<file path="config.mk">
export PLATFORM = sky130hd
export DESIGN_NAME = mux_2to1
export DESIGN_NICKNAME = d
export VERILOG_FILES = /design/src/rtl/mux_2to1.sv
export SDC_FILE = /design/constraint.sdc
export NUM_CORES = 1
export LEC_CHECK = 0
export ABC_AREA = 0
export ABC_CLOCK_PERIOD_IN_PS = 2100
export BUFFER_PORTS_ARGS = -buffer_cell sky130_fd_sc_hd__buf_2
export CAP_MARGIN = 30
export CORE_MARGIN = 2
export CORE_UTILIZATION = 29
export DETAILED_ROUTE_END_ITERATION = 6
export PLACE_DENSITY_LB_ADDON = 0.15
export RECOVER_POWER = 100
export SYNTH_ARGS = -nofsm -noshare
export SYNTH_HDL_FRONTEND = slang
export SYNTH_SLANG_ARGS = --single-unit
</file>
<file path="constraint.sdc">
create_clock -name clk -period 2.1 [get_ports clk]
set_input_delay 0.42 -clock clk [delete_from_list [all_inputs] [get_ports clk]]
set_output_delay 0.42 -clock clk [all_outputs]
set_load 0.03 [all_outputs]
</file>
<file path="src/rtl/mux_2to1.sv">
// Two-input mux with a zero-latency output, an enable-gated registered copy,
// a registered select and a saturating count of select transitions.
module mux_2to1 #(
    parameter int WIDTH = 1,
    parameter int CNT_W = 8
) (
    input  logic             clk,
    input  logic             rst_n,
    input  logic [WIDTH-1:0] A,
    input  logic [WIDTH-1:0] B,
    input  logic             S,
    input  logic             en,
    output logic [WIDTH-1:0] Y,
    output logic [WIDTH-1:0] y_q,
    output logic             s_q,
    output logic [CNT_W-1:0] sel_changes
);

    localparam logic [CNT_W-1:0] CNT_MAX = '1;

    logic sel_toggled;

    // NOTE: Y is fully assigned on every path, so no latch can be inferred.
    always_comb begin
        Y = S ? B : A;
    end

    // s_q holds S from the previous edge, so this flags a transition at this edge.
    assign sel_toggled = (S != s_q);

    // NOTE: registers use non-blocking assignments and an async reset; the
    // reset branch comes first so it overrides en and any concurrent edge.
    always_ff @(posedge clk or negedge rst_n) begin
        if (!rst_n) begin
            y_q         <= '0;
            s_q         <= 1'b0;
            sel_changes <= '0;
        end else begin
            s_q <= S;
            if (en) begin
                y_q <= Y;
            end
            if (sel_toggled && (sel_changes != CNT_MAX)) begin
                sel_changes <= sel_changes + 1'b1;
            end
        end
    end

endmodule

</file>
Word level (Yosys, flattened, before mapping)
Cells that the tools add are included.
{ "totals": {"ff_bits": 10, "wordCells": 8} }
{ "op_classes": {"n_addsub": 1, "n_eq_ne": 2, "mux": 1, "reduce_logical": 1} }
{ "ops": {"columns": ["cell", "count"], "rows": [
  ["8-bit by 1-bit adder with 8-bit output (second input constant)", 1],
  ["8-bit inequality test (second input constant)", 1],
  ["1-bit logical AND", 1],
  ["1-bit 2-to-1 mux", 1],
  ["1-bit inequality test", 1]
]} }

Longest topological paths before layout
Gate-level depths: netlist (run 1).
{ "depth": {"ltp_word": 2, "ltp_mapped": 5, "depth_no_buf": 5} }

Worst setup path before layout (run 1)
No wires, ideal clock.
{ "synth_timing": {"path_kind": "flip-flop to flip-flop", "startpoint": "register sel_changes[3]", "endpoint": "register sel_changes[1]", "t_arrival_ps": 1454, "required_ps": 1975, "path_slack_ps": 522, "stages_incl_launch_ff": 5, "path_buffers": 0, "period_less_slack_ps": 1578, "cell_sequence": "dfrtp_1 and3_2 nand3_4 o21ai_2 mux2_2"} }
{ "synth_via": {"elab_chain_len": 2} }
{ "synth_lines": {"columns": ["element", "line", "source"], "rows": [
  ["start, declared", "16", "output logic [CNT_W-1:0] sel_changes"],
  ["start signal, assigned", "44", "sel_changes <= sel_changes + 1'b1;"],
  ["8-bit inequality test", "43", "if (sel_toggled && (sel_changes != CNT_MAX)) begin"],
  ["1-bit logical AND", "43", null]
]} }
Every way passes these cells.
A chain may end at the register's enable or synchronous reset.

Worst setup path after layout (run 1)
Same ends and word-level chain as after synthesis.

==> metrics list, run 1 <==
- Vias in the first global route: 348
- All-Layer GR Usage: 11.0%
- Kind of launch point of the worst setup path: register
- After technology mapping, the gate count stands at 39.
- Initial antenna violation count: 0
* Leakage power figure: ~0.24 nW
- After synthesis, the netlist uses 19 different library cells.
- Final Wtd Congestion: between 0.6 and 0.7
- Setup repair after global routing left no endpoint under its margin.
- Fin Hold WS: approximately 0.12 ns
- Die X-Extent: 44.2 µm
* Fraction of layout cells with a size suffix above 1: a little under a fifth
- Of the available clock period, the critical path in the final layout requires between 70% and 80%.
- Once the clock tree was built, the setup fixing pass inserted 0 buffers.
- The die covers ~2000 µm².
- Number of gates resized after cts: 0
- The filler cells instantiated in the layout total 150.
* Synthesized area per cell: roughly 12 µm²
* Final nets: 67
- Count of yosys warnings during synthesis: 0
- The number of hold violations in the final report came to 0.
- FP Rows: 14
- The worst pin sits at a relative slew slack of roughly 63%.
* Clock tree from TritonCTS: done
- First-pass GRT wire length: ~1500 µm
* Total nets after synthesis: 46
- Leading cell type in the layout, fill and taps excluded: clkbuf_1
- Summed over all layers, the global routing overflow is 0.
* Slowest stage cell, crit path: dfrtp_1
* Total setup violations reported at the end of the flow: 0
- The area growth from synthesis to layout is 18.9%.
* Post-DR vias/cell: approximately 5
* Number of clock sinks seen by CTS: 10
* Sequential element share of the synthesized area: a little over half
- The mapped netlist covers between 400 and 500 µm².
* Pin count of the biggest net entering global routing: 11
* Beginning of the critical path: sel_changes[3]$_DFFE_PN0P_
* Start of the worst register-to-register path: sel_changes[3]$_DFFE_PN0P_
- Across the VDD grid, the largest voltage drop is roughly 750 µV.
- Maximum Capacitance Violations: 0
- Max clock buf depth: 2
- Run status: complete, no violations
- Across the routed clock network, the largest skew measured is ~0.003 ns.
- Along the worst path, the maximum fanout reaches 6.
- Starting utilization of the core area: a little under a third
- For this run, design rule violations remaining after detail routing come to 0.
* Total Power Consumption: 0.000882 W
* Data arrival time of the critical path: about 1.8 ns
* Slew at the pin with the worst max-slew slack: around 0.55 ns
* Core Footprint: between 1500 and 2000 µm²
- The routed design has between 800 and 900 µm of wire.
* Number of input and output port buffers inserted: 16
- DRT antenna net count: 0
* Number of diodes: 0
- Highest-count cells in the layout ignoring fill and taps: clkbuf_1, dfrtp_1
- Vias: 370
- The setup path with the least slack is of type reg2reg.
- Max Freq: between 500 and 600 MHz
* Y dimension of the die: between 40 and 50 µm
- CTS clk-pin slew, worst paths: around 0.060 ns
* Largest stage delay on the critical path: 0.43 ns
* Length of the first detailed-routing pass in iterations: 4
- In this run the number of H-tree levels came out at 1.
- Counting the buffers created by CTS gives 3.
* Ports: 17
- STA classifies the critical path endpoint as a register.
* Clock Tree Root: clkbuf_4
- Clock latency of the later-clocked register in the worst-skew pair: 0.26 ns
- Max-slew violation total from the final report: 0
- Post-route minimum period: 1.67 ns
- The min-delay analysis places its worst path in the category in2async.
- The signal on the critical path passes through and3_1, nand3_1, o21ai_0, mux2_2.
- Cts hold-fix bufs: 0
- Worst Path Required: 2.25 ns
* Flip-flop and latch count after synthesis: 10
- For this block, the initial DRC count from the detailed router was 3.
* Average wire length per cell after detail routing: between 10 and 15 µm
- Setup TNS Final: 0 ns
- For this design the ratio of total power to cell area is 1580 nW/µm².
[critical path, delay by kind of cell, from the launching register on]
kind,cells,cell delay (ns)
compound gates,1,0.35
simple gates,2,0.41
flops,1,0.43
mux,1,0.37
[metrics by stage]
stage                     cell area (µm²)  worst slack, ns  utilization [%]  instances
after detailed placement              569            0.612             37.8         71
after floorplan                       469            0.522                -         39
final                                 558            0.425             37.0         74
after global routing                  558            0.286             37.0         74
after CTS                             592            0.610             39.3         74
after global placement                569            0.625             37.8         71
[registers in the layout, summed over array words and instances, names as in the netlist]
name,count
y_q,1
s_q,1
sel_changes,8
[power by group]
part / total (W) / switching [W] / internal (W) / leakage [nW]
clock network: 0.000126 / 0.0000598 / 0.0000659 / 0.0138
registers: 0.000363 / 0.0000896 / 0.000274 / 0.117
logic: 0.000393 / 0.000271 / 0.000122 / 0.109
total: 0.000882 / 0.000421 / 0.000461 / 0.240
[Yosys cell counts]
| cell | n | area [µm²] |
|---|---|---|
| dfrtp_1 | 10 | 250 |
| a21oi_1 | 3 | 15.0 |
| mux2_2 | 3 | 33.8 |
| xnor2_1 | 3 | 26.3 |
| and3_2 | 2 | 15.0 |
| nand2_1 | 2 | 7.51 |
| nand3_1 | 2 | 10.0 |
| nor2_1 | 2 | 7.51 |
| xor2_1 | 2 | 17.5 |
| a31oi_1 | 1 | 6.26 |
| a41oi_1 | 1 | 8.76 |
| ha_1 | 1 | 12.5 |
| inv_1 | 1 | 3.75 |
| nand3_4 | 1 | 17.5 |
| nand4_1 | 1 | 6.26 |
| nor3_1 | 1 | 5.00 |
| o21a_1 | 1 | 7.51 |
| o21ai_2 | 1 | 8.76 |
| o22a_2 | 1 | 10.0 |
[cells by family (layout without fill, tap and decap cells)]
group	count (synthesis)	count (layout)	share of synthesized area [%]
compound gates	8	8	12.0
xor+xnor	5	5	9.34
fa+ha+maj	1	1	2.67
buf+inv	1	20	0.799
flops	10	10	53.3
mux	3	3	7.20
simple gates	11	11	14.7
[worst paths after layout]
path | slack [ns] | depth (start not counted) | end
worst min-delay path | 0.12 | 1 | sel_changes[0]$_DFFE_PN0P_
worst min register to register | 0.51 | 1 | y_q$_DFFE_PN0P_
min in group clk | 0.36 | 1 | s_q$_DFF_PN0_
worst max-delay path | 0.43 | 4 | sel_changes[1]$_DFFE_PN0P_
worst max register to register | 0.43 | 4 | sel_changes[1]$_DFFE_PN0P_
max in group asynchronous | 1.62 | 1 | sel_changes[3]$_DFFE_PN0P_
[per-layer routing]
metal / global-route usage (%) / up-vias / share of wire [%]
met1: 14.3 / 175 / 47
met2: 14.7 / 12 / 44
met3: 7.35 / 2 / 7.5
met5: 0 / - / 0
li1: - / 181 / -
met4: 3.64 / 0 / 1.1
[layout make-up]
class                           count  area (µm²)  area share, %
Sequential cell                    10         250           44.8
Multi-Input combinational cell     28         198           35.4
Timing Repair Buffer               16        63.8           11.4
Clock buffer                        3        22.5           4.04
Tap cell                           16        20.0           3.59
Inverter                            1        3.75          0.673
No activity file was read; power rests on OpenSTA's default activity.
==> run 2: changes to the inputs <==
--- a/config.mk
+++ b/config.mk
@@ -6,7 +6,7 @@
 export NUM_CORES = 1
 export LEC_CHECK = 0
 export ABC_AREA = 0
-export ABC_CLOCK_PERIOD_IN_PS = 2100
+export ABC_CLOCK_PERIOD_IN_PS = 1450
 export BUFFER_PORTS_ARGS = -buffer_cell sky130_fd_sc_hd__buf_2
 export CAP_MARGIN = 30
 export CORE_MARGIN = 2
==> constraint.sdc (replaced) <==
create_clock -name clk -period 1.45 [get_ports clk]
set_input_delay 0.29 -clock clk [delete_from_list [all_inputs] [get_ports clk]]
set_output_delay 0.29 -clock clk [all_outputs]
set_load 0.03 [all_outputs]
==> run 2 against run 1 <==
Net effect: non-clock buffer count is 2 higher; sequential power is 48% higher; sequential share of layout area is 3.3 points lower; power is 56% higher; setup slack worse by 0.34 ns; cell count is 4.1% higher; clock skew is 0.0020 ns higher; combinational power is 63% higher; clock power is 58% higher; first-iteration DRC count is 33% higher.
==> metrics list, run 2 (synthesis results as in run 1) <==
- The flow ran to the end, and the final reports show no timing, DRC or antenna violations.
- The final setup skew came to 0.00498 ns (+0.00196 ns).
- Final Hold Violating Endpoints: 0 (unchanged)
* Core Footprint: 1510 µm² (unchanged)
- The worst setup path is launched from a register.
* Vias: 372 (+0.54%)
- The wire-length estimate of the detail-placed layout is about 670 µm.
- The number of nets in the finished design came to 69 (+3.0%).
- Maximum Capacitance Violations: 0 (unchanged)
- The routability congestion estimate from global placement came to 0.656 (-1.5%).
- The number of buffers added by the clock tree synthesis step is 3 (unchanged).
* Number of flip-flops in the largest register: 8 (unchanged)
* Power Dens Cells: 2240 nW/µm² (+42%)
* Post-route minimum period: 1.37 ns (-0.306 ns)
- The wire length of the first global-routing pass is 1480 µm (-0.47%).
* Power share of the combinational group: 46.5% (+1.9 points)
- Vias in the first global route: 346 (-0.57%)
- Slew at the pin with the worst max-slew slack: 0.536 ns (-0.0155 ns)
- The worst setup path is captured at a register.
* Internal power summed over all cells: 0.000728 W (+58%)
- Die X-Extent: 44.2 µm (unchanged)
- The maximum number of pins on one net before global-route repair came to 11 (unchanged).
* Number of diodes: 0 (unchanged)
- The share of total power in sequential cells was 39.1% (-2.1 points).
- Setup TNS Final: 0 ns (unchanged)
- Length of the first detailed-routing pass in iterations: 2 (-2)
- The data required time at the worst endpoint came to 1.60 ns (-0.65 ns).
* Starting utilization of the core area: 31.1% (unchanged)
* CTS clk-pin slew, worst paths: 0.06 ns (about the same)
- The overall overflow remaining after global route came to 0 (unchanged).
- The count of final setup violators came to 0 (unchanged).
* Highest-count cells in the layout ignoring fill and taps: clkbuf_1, dfrtp_1, dfrtp_2
* Buffer count from post-CTS setup fixing: 0 (unchanged)
- The residual antenna-violating net count after detailed routing came to 0 (unchanged).
- Max clock buf depth: 2 (unchanged)
* RSZ-0062 raised after global routing: false
- Counting flops per register, the top entry is sel_changes.
- The highest ir drop seen on vdd came to 842 µV (+13%).
- The switching component of the power is 0.000652 W (+55%).
- DRC violations left: 0 (unchanged)
* Max Freq: 731 MHz (+22%)
- Category of the most critical setup path: reg2reg
- The number of placement rows was 14 (unchanged).
* Largest registers: sel_changes (8), s_q (1), y_q (1)
* Ports: 17 (unchanged)
- Relative slew slack: 64.3% (+1.0 points)
- Aggregate routed wire length: 888 µm (+1.8%)
* Placement-stage cell area: 587 µm² (+3.1%)
* Switching Fraction: 47.3% (-0.42 points)
* Number of H-tree levels: 1 (unchanged)
* Number of clock sinks seen by CTS: 10 (unchanged)
- Area added between synthesis and finish: 31.5%
- TritonCTS built the clock tree.
- The initial antenna violation count came to 0 (unchanged).
* Y dimension of the die: 44.2 µm (unchanged)
* Tightest Hold Check Type: in2reg
* Total Power Consumption: 0.00138 W (+56%)
* Leakage power figure: 0.251 nW (+4.8%)
- The number of violations reported at the end of detailed-routing iteration 0 was 4 (+1).
- Share of total power in the clock network: 14.4% (about the same)
- Fraction of layout cells with a size suffix above 1: 36.1% (+17 points)
* All-Layer GR Usage: 11.1% (+0.076 points)
- Leading cell type in the layout, fill and taps excluded: clkbuf_1
- Maximum fanout encountered on the critical timing path: 5 (-1)
- Max-slew violation total from the final report: 0 (unchanged)
- The average wire length per cell after detail routing is 11.5 µm (-2.1%).
- The final clock period utilization by the worst path was 94.4% (+15 points).
* Clock Tree Root: clkbuf_4
* Post-route standard cell area excluding fillers: 617 µm² (+11%)
- The number of port buffers came to 16 (unchanged).
- The total die area was 1960 µm² (unchanged).
* Clock latency of the later-clocked register in the worst-skew pair: 0.27 ns (about the same)
- Post-DR vias/cell: 4.83 (-3.4%)
* Data arrival time of the critical path: 1.52 ns (-0.30 ns)
[run 2: what timing repair did]
action                                 in CTS  in global routing
endpoints found under the hold margin      10                  0
hold buffers                                1                  0
resized for setup                           0                  1
setup endpoints to repair                   0                  1
[run 2: area by class of cell]
class,instances,area (µm²)
well taps,16,20.0
fillers,158,890
clock buffers,4,26.3
flip-flops and latches,10,256
inverters,1,3.75
multi-input cells,28,226
repair buffers,18,83.8
[run 2: power by group through the flow]
| stage | clock [W] | sequential, W | combinational (W) |
|---|---|---|---|
| after CTS | 0.000209 | 0.000536 | 0.000669 |
| after global placement | 0 | 0.000541 | 0.000665 |
| final | 0.000199 | 0.000539 | 0.000641 |
| after detailed placement | 0 | 0.000541 | 0.000662 |
| after global routing | 0.000228 | 0.000561 | 0.000693 |
| after floorplan | 0 | 0.000774 | 0.000225 |
[run 2: path summary, 6_finish.rpt]
check                      slack [ns]                    endpoint  cells after the start                        from
setup / recovery                 0.08  sel_changes[1]$_DFFE_PN0P_                      4  sel_changes[4]$_DFFE_PN0P_
setup reg to reg                 0.08  sel_changes[1]$_DFFE_PN0P_                      4  sel_changes[4]$_DFFE_PN0P_
hold / removal                   0.22               s_q$_DFF_PN0_                      1                           S
hold reg to reg                  0.50  sel_changes[0]$_DFFE_PN0P_                      1  sel_changes[0]$_DFFE_PN0P_
max in group asynchronous        0.55  sel_changes[0]$_DFFE_PN0P_                      2                       rst_n
min in group asynchronous        0.51             y_q$_DFFE_PN0P_                      2                       rst_n
[run 2: worst max-delay path: stages, from the launching register on]
cell	delay [ns]
dfrtp_2	0.40
and3_4	0.22
nand3_4	0.11
o21ai_4	0.18
mux2_2	0.34
[run 2: through the flow]
stage               setup WS, ns  utilization, %  std cells  hold slack, ns
floorplan               0.000954               -         39        -0.00559
global placement          0.0914            39.0         72           0.168
detailed placement        0.0848            39.0         72           0.163
CTS                       0.0646            41.4         77           0.187
global route              0.0141            40.9         77           0.222
finish                    0.0818            40.9         77           0.219
[run 2: layer usage]
layer	vias to the layer above	global-route usage [%]	wire, µm
li1	184	-	-
met4	0	5.45	10
met2	12	15.9	380
met1	173	12.7	414
met5	-	0	0
met3	3	7.35	83
